## src/rtl/aes_pkg.sv

```systemverilog
// Shared AES column-mix definitions: FSM encoding, GF(2^8) coefficients, constant multiply.
// Forward coefficients are only referenced when FWD_MODE_EN is defined.
package aes_pkg;

  typedef enum logic [1:0] {
    ST_IDLE = 2'd0,
    ST_CALC = 2'd1,
    ST_DONE = 2'd2
  } state_e;

  localparam logic [7:0] C_0E     = 8'h0E;
  localparam logic [7:0] C_0B     = 8'h0B;
  localparam logic [7:0] C_0D     = 8'h0D;
  localparam logic [7:0] C_09     = 8'h09;
  localparam logic [7:0] C_02     = 8'h02;
  localparam logic [7:0] C_03     = 8'h03;
  localparam logic [7:0] C_01     = 8'h01;
  localparam logic [7:0] RED_POLY = 8'h1B;

  function automatic logic [7:0] xtime(input logic [7:0] a);
    return {a[6:0], 1'b0} ^ (a[7] ? RED_POLY : 8'h00);
  endfunction

  // Coefficient is always a constant at the call site, so the case folds away.
  function automatic logic [7:0] gf_mul_const(input logic [7:0] a, input logic [7:0] c);
    logic [7:0] x2, x4, x8;
    x2 = xtime(a);
    x4 = xtime(x2);
    x8 = xtime(x4);
    case (c)
      C_09:    return x8 ^ a;
      C_0B:    return x8 ^ x2 ^ a;
      C_0D:    return x8 ^ x4 ^ a;
      C_0E:    return x8 ^ x4 ^ x2;
      C_02:    return x2;
      C_03:    return x2 ^ a;
      C_01:    return a;
      default: return 8'h00;
    endcase
  endfunction

endpackage

```

## src/rtl/inv_mix_single_column.sv

```systemverilog
// Combinational (Inv)MixColumns of one 32-bit column; row 0 in bits [31:24].
// With FWD_MODE_EN defined, mode_i=1 selects the forward matrix.
module inv_mix_single_column
  import aes_pkg::*;
(
`ifdef FWD_MODE_EN
  input  logic        mode_i,
`endif
  input  logic [31:0] col_i,
  output logic [31:0] col_o
);

  // Row 0 of each circulant matrix; row r uses entry (j - r) mod 4 for input row j.
  localparam logic [3:0][7:0] INV_ROW = {C_09, C_0D, C_0B, C_0E};
`ifdef FWD_MODE_EN
  localparam logic [3:0][7:0] FWD_ROW = {C_01, C_01, C_03, C_02};
`endif

  logic [3:0][7:0] a, inv;
`ifdef FWD_MODE_EN
  logic [3:0][7:0] fwd;
`endif

  always_comb begin
    a   = '0;
    inv = '0;
    for (int r = 0; r < 4; r++) a[r] = col_i[31-8*r -: 8];
    for (int r = 0; r < 4; r++)
      for (int j = 0; j < 4; j++)
        inv[r] = inv[r] ^ gf_mul_const(a[j], INV_ROW[2'(j - r)]);
  end

`ifdef FWD_MODE_EN
  always_comb begin
    fwd = '0;
    for (int r = 0; r < 4; r++)
      for (int j = 0; j < 4; j++)
        fwd[r] = fwd[r] ^ gf_mul_const(a[j], FWD_ROW[2'(j - r)]);
  end
`endif

  always_comb begin
    col_o = '0;
    for (int r = 0; r < 4; r++) begin
`ifdef FWD_MODE_EN
      col_o[31-8*r -: 8] = mode_i ? fwd[r] : inv[r];
`else
      col_o[31-8*r -: 8] = inv[r];
`endif
    end
  end

endmodule

```

## src/rtl/inv_mix_column_seq.sv

```systemverilog
// Iterative AES InvMixColumns: captures a state, mixes COLS_PER_CYCLE columns per clock.
// FWD_MODE_EN adds a Mode port selecting the forward MixColumns matrix.
module inv_mix_column_seq
  import aes_pkg::*;
#(
  parameter int COLS_PER_CYCLE = 1
) (
  input  logic         clk,
  input  logic         rst_n,
  input  logic         In_Valid,
  output logic         In_Ready,
  input  logic [127:0] Input,
`ifdef FWD_MODE_EN
  input  logic         Mode,
`endif
  output logic         Out_Valid,
  input  logic         Out_Ready,
  output logic [127:0] Output,
  output logic         Busy
);

  generate
    if (COLS_PER_CYCLE != 1 && COLS_PER_CYCLE != 2 && COLS_PER_CYCLE != 4) begin : g_bad_cfg
      $error("inv_mix_column_seq: COLS_PER_CYCLE must be 1, 2 or 4");
    end
  endgenerate

  localparam logic [1:0] STEP = 2'(COLS_PER_CYCLE);
  localparam logic [1:0] LAST = 2'(4 - COLS_PER_CYCLE);

  state_e          state_q, state_d;
  logic [1:0]      cnt_q, cnt_d;
  // Column c lives at index 3-c so that column 0 sits in bits [127:96].
  logic [3:0][31:0] cap_q, cap_d;
  logic [3:0][31:0] out_q, out_d;
`ifdef FWD_MODE_EN
  logic            mode_q, mode_d;
`endif

  logic [COLS_PER_CYCLE-1:0][1:0]  col_idx;
  logic [COLS_PER_CYCLE-1:0][31:0] col_in, col_res;

  always_comb begin
    col_idx = '0;
    col_in  = '0;
    for (int g = 0; g < COLS_PER_CYCLE; g++) begin
      col_idx[g] = cnt_q + 2'(g);
      col_in[g]  = cap_q[2'd3 - col_idx[g]];
    end
  end

  generate
    for (genvar g = 0; g < COLS_PER_CYCLE; g++) begin : g_col
      inv_mix_single_column u_col (
`ifdef FWD_MODE_EN
        .mode_i(mode_q),
`endif
        .col_i (col_in[g]),
        .col_o (col_res[g])
      );
    end
  endgenerate

  always_comb begin
    state_d = state_q;
    cnt_d   = cnt_q;
    cap_d   = cap_q;
    out_d   = out_q;
`ifdef FWD_MODE_EN
    mode_d  = mode_q;
`endif
    case (state_q)
      ST_IDLE: begin
        if (In_Valid) begin
          cap_d   = Input;
          cnt_d   = '0;
`ifdef FWD_MODE_EN
          mode_d  = Mode;
`endif
          state_d = ST_CALC;
        end
      end
      ST_CALC: begin
        for (int g = 0; g < COLS_PER_CYCLE; g++) out_d[2'd3 - col_idx[g]] = col_res[g];
        cnt_d = cnt_q + STEP;
        if (cnt_q == LAST) state_d = ST_DONE;
      end
      ST_DONE: begin
        if (Out_Ready) state_d = ST_IDLE;
      end
      default: state_d = ST_IDLE;
    endcase
  end

  always_ff @(posedge clk or negedge rst_n) begin
    if (!rst_n) begin
      state_q <= ST_IDLE;
      cnt_q   <= '0;
      cap_q   <= '0;
      out_q   <= '0;
`ifdef FWD_MODE_EN
      mode_q  <= 1'b0;
`endif
    end else begin
      state_q <= state_d;
      cnt_q   <= cnt_d;
      cap_q   <= cap_d;
      out_q   <= out_d;
`ifdef FWD_MODE_EN
      mode_q  <= mode_d;
`endif
    end
  end

  assign In_Ready  = (state_q == ST_IDLE);
  assign Out_Valid = (state_q == ST_DONE);
  assign Busy      = (state_q != ST_IDLE);
  assign Output    = out_q;

endmodule

```

## config.mk

```make
export PLATFORM = sky130hd
export DESIGN_NAME = inv_mix_column_seq
export DESIGN_NICKNAME = d
export VERILOG_FILES = /design/src/rtl/aes_pkg.sv /design/src/rtl/inv_mix_single_column.sv /design/src/rtl/inv_mix_column_seq.sv
export SDC_FILE = /design/constraint.sdc
export NUM_CORES = 1
export LEC_CHECK = 0
export ABC_CLOCK_PERIOD_IN_PS = 5300
export BUFFER_PORTS_ARGS = -buffer_cell sky130_fd_sc_hd__clkbuf_2
export CAP_MARGIN = 5
export CORE_ASPECT_RATIO = 1.2
export CORE_MARGIN = 1
export CORE_UTILIZATION = 28
export DETAILED_ROUTE_END_ITERATION = 12
export PLACE_DENSITY = 0.56
export SYNTH_ARGS = -nofsm -noshare
export SYNTH_HDL_FRONTEND = slang
export SYNTH_SLANG_ARGS = --single-unit
```

## constraint.sdc

```tcl
create_clock -name clk -period 5.3 [get_ports clk]
set_input_delay 0.53 -clock clk [delete_from_list [all_inputs] [get_ports clk]]
set_output_delay 0.53 -clock clk [all_outputs]
set_load 0.03 [all_outputs]
```

==> impl_metrics.tcl <==
set metrics [dict create \
    path_cells "buf_4, mux4_2, xor2_1, xnor3_1, xor2_1, o21ai_0" \
    coreArea_sq_um 40800 \
    path_class "register to register" \
    final_core_util_pct 35.4 \
    htreeDepth 1 \
    cp_common_cell "xor2_1" \
    rows 81 \
    yosysSeqAreaShare_pct 56.0 \
    grt_pass1_vias 7921 \
    met3_usage_pct 4.36 \
    numCtsBuffers 30 \
    drtAntennaViolNets 0 \
    avgSynthCellArea_sq_um 13.3 \
    tritoncts "built" \
    arrival_ps 3800 \
    port_buffers 262 \
    fin_tns_setup_ps 0 \
    crit_path_max_fanout 27 \
    min_path_cells 2 \
    area_growth_pct 24.4 \
    hold_start "Out_Ready" \
    crit_required_ps 5720 \
    grt_max_degree 137 \
    gr-total-overflow 0 \
    antenna_found_initial 7 \
    drv_slew 0 \
    wirelength_microns 31600 \
    die_w_microns 188 \
    min_period_ps 3380 \
    ys_warn_count 0 \
    drt_iter0_drc 261 \
    use_met2_pct 25.4 \
    vias_per_cell 4.43 \
    cp-end-kind "register" \
    tightestPinTransition_ps 966 \
    slew_headroom_pct 35.6 \
    cp_slowest_cell "dfrtp_2" \
    fin_crit_sh_pct 63.8 \
    dpl_cell_area_sq_um 13500 \
    routedWlPerCell_microns 18.8 \
    ys_ff_latch 260 \
    maxCapViolations 0 \
    drive_above_1_share_pct 42.9 \
    synth_fp_nets 1009 \
    post-place-ws_ps 1810 \
    io_pins 263 \
    max_freq_ghz 0.296 \
    grt_util_all_layers_pct 15.2 \
    gp_congestion 0.763 \
    layout.nets 1261 \
    clk_path_buf_depth 3 \
    worstHoldPathType "primary input to register" \
    path_clk_slew_ps 60 \
    design_area_sq_um 14500 \
    min_to "state_q[1]$_DFFE_PN0P_" \
    dpl.hpwl_microns 23600 \
    routed-via-count 7458 \
    clk_latency_ps 560 \
    reg2reg_slack_ps 1920 \
    start_kind "register" \
    die_area_sq_um 42300 \
    rsz0062_at_grt "false" \
    status "finished clean" \
    busiest_layer "met2" \
    timing.rr.start "cnt_q[0]$_DFFE_PN0P_" \
    cts_sinks 260 \
    drtPass1Iterations 6 \
    start_util_pct 28.5 \
    fin_worst_skew_ps 11.2 \
    max_stage_delay_ps 950 \
    hold_violations 0 \
    reg2reg_depth 6 \
    met1_usage_pct 19.2 \
    synth.distinct_cells 29 \
    grt_pass1_wl_microns 48800 \
    antenna_cells_inserted 0 \
    cts-root-buf "clkbuf_16" \
    setup-violations-final 0 \
    remaining_drc_errors 0 \
    synth_cells 873 \
    reg2reg_to "Output[107]$_DFFE_PN0P_" \
    setup_ws_ps 1920 \
    die_y_microns 225 \
    syn-cell-area_sq_um 11600 \
]
==> Yosys cell counts <==
cell | number | area [sq um]
mux4_2 | 32 | 721
o21ai_1 | 28 | 140
ha_1 | 4 | 50.1
xnor2_1 | 67 | 587
mux2i_1 | 1 | 10.0
xor3_1 | 2 | 47.6
clkbuf_1 | 39 | 146
xor2_1 | 24 | 210
o21bai_1 | 1 | 7.51
nor2_1 | 5 | 18.8
dfrtp_1 | 260 | 6510
xor2_2 | 3 | 48.8
nand2b_1 | 1 | 6.26
buf_6 | 3 | 33.8
buf_2 | 3 | 15.0
xnor2_2 | 4 | 65.1
inv_1 | 5 | 18.8
xor2_4 | 1 | 27.5
xnor2_4 | 2 | 55.1
buf_1 | 1 | 3.75
a22o_1 | 1 | 8.76
nor2b_1 | 1 | 6.26
mux2_2 | 128 | 1440
buf_12 | 1 | 20.0
o21ai_0 | 101 | 505
and2_1 | 1 | 6.26
buf_4 | 5 | 37.5
nand2_1 | 132 | 495
xnor3_1 | 17 | 383
==> final cells by class <==
type                            instances  area [sq um]
Tap cell                              539           674
Fill cell                            4077         26400
Timing Repair Buffer                  272          1410
Clock inverter                          8           123
Multi-Input combinational cell        556          4850
Inverter                                5          18.8
Clock buffer                           44           865
Sequential cell                       260          6510
==> what timing repair did <==
item | 4_1_cts | 5_1_grt
resized for setup | 0 | 0
hold endpoints to repair | 53 | 0
hold buffers | 1 | 0
setup buffers | 0 | 0
==> critical path, delay by kind of cell (launching register included) <==
kind            cells  cell delay (ps)
mux                 1              630
buf+inv             1              380
compound gates      1              130
flops               1              950
xor+xnor            3             1110
==> through the flow <==
stage / std cells / hold WS (ps)
finish: 1684 / 166
global route: 1684 / 164
CTS: 1684 / 141
detailed placement: 1631 / 470
global placement: 1631 / 462
floorplan: 873 / 234
==> per-layer routing <==
layer / wire [microns] / vias to the layer above
met1: 13600 / 3656
li1: - / 3520
met3: 2190 / 48
met4: 545 / 14
met5: 92 / -
met2: 15300 / 220
==> state kept, by name (all words and copies together) (netlist names) <==
| name | cells |
|---|---|
| Output | 128 |
| cap_q | 128 |
| cnt_q | 2 |
| state_q | 2 |
==> cell usage in the layout, fill, tap and decap left out, drive strengths merged <==
cell         instances
clkbuf             305
nand2              132
a22o                 1
mux2               128
inv                  5
ha                   4
xnor2               73
nand2b               1
mux4                32
nor2                 5
clkinvlp             3
buf                 10
xor2                28
bufinv               3
mux2i                1
xnor3               17
clkinv               2
o21bai               1
xor3                 2
o21ai              129
and2                 1
nor2b                1
dfrtp              260
dlygate4sd3          1
==> kinds of logic (layout without fill, tap and decap cells) <==
logic type      Yosys count  in the layout  synth area share (%)
compound gates          131            131                  5.69
xor+xnor                120            120                  12.3
fa+ha+maj                 4              4                 0.431
buf+inv                  57            329                  2.37
flops                   260            260                  56.0
mux                     161            161                  18.7
simple gates            140            140                  4.59
==> how the worst max path moves through the flow <==
stage / start / to / slack, ps / cells past startpoint
2_1_floorplan: cnt_q[0]$_DFFE_PN0P_ / Output[35]$_DFFE_PN0P_ / 2800 / 7
3_3_place_gp: cnt_q[0]$_DFFE_PN0P_ / Output[33]$_DFFE_PN0P_ / 1830 / 6
3_5_place_dp: cnt_q[0]$_DFFE_PN0P_ / Output[40]$_DFFE_PN0P_ / 1810 / 6
4_1_cts: cnt_q[0]$_DFFE_PN0P_ / Output[40]$_DFFE_PN0P_ / 1790 / 6
5_1_grt: cnt_q[0]$_DFFE_PN0P_ / Output[79]$_DFFE_PN0P_ / 1600 / 6
6_report: cnt_q[0]$_DFFE_PN0P_ / Output[107]$_DFFE_PN0P_ / 1920 / 6
Power is not shown: default switching activity piles up to over one toggle a cycle in this logic, so the estimate is an artifact.
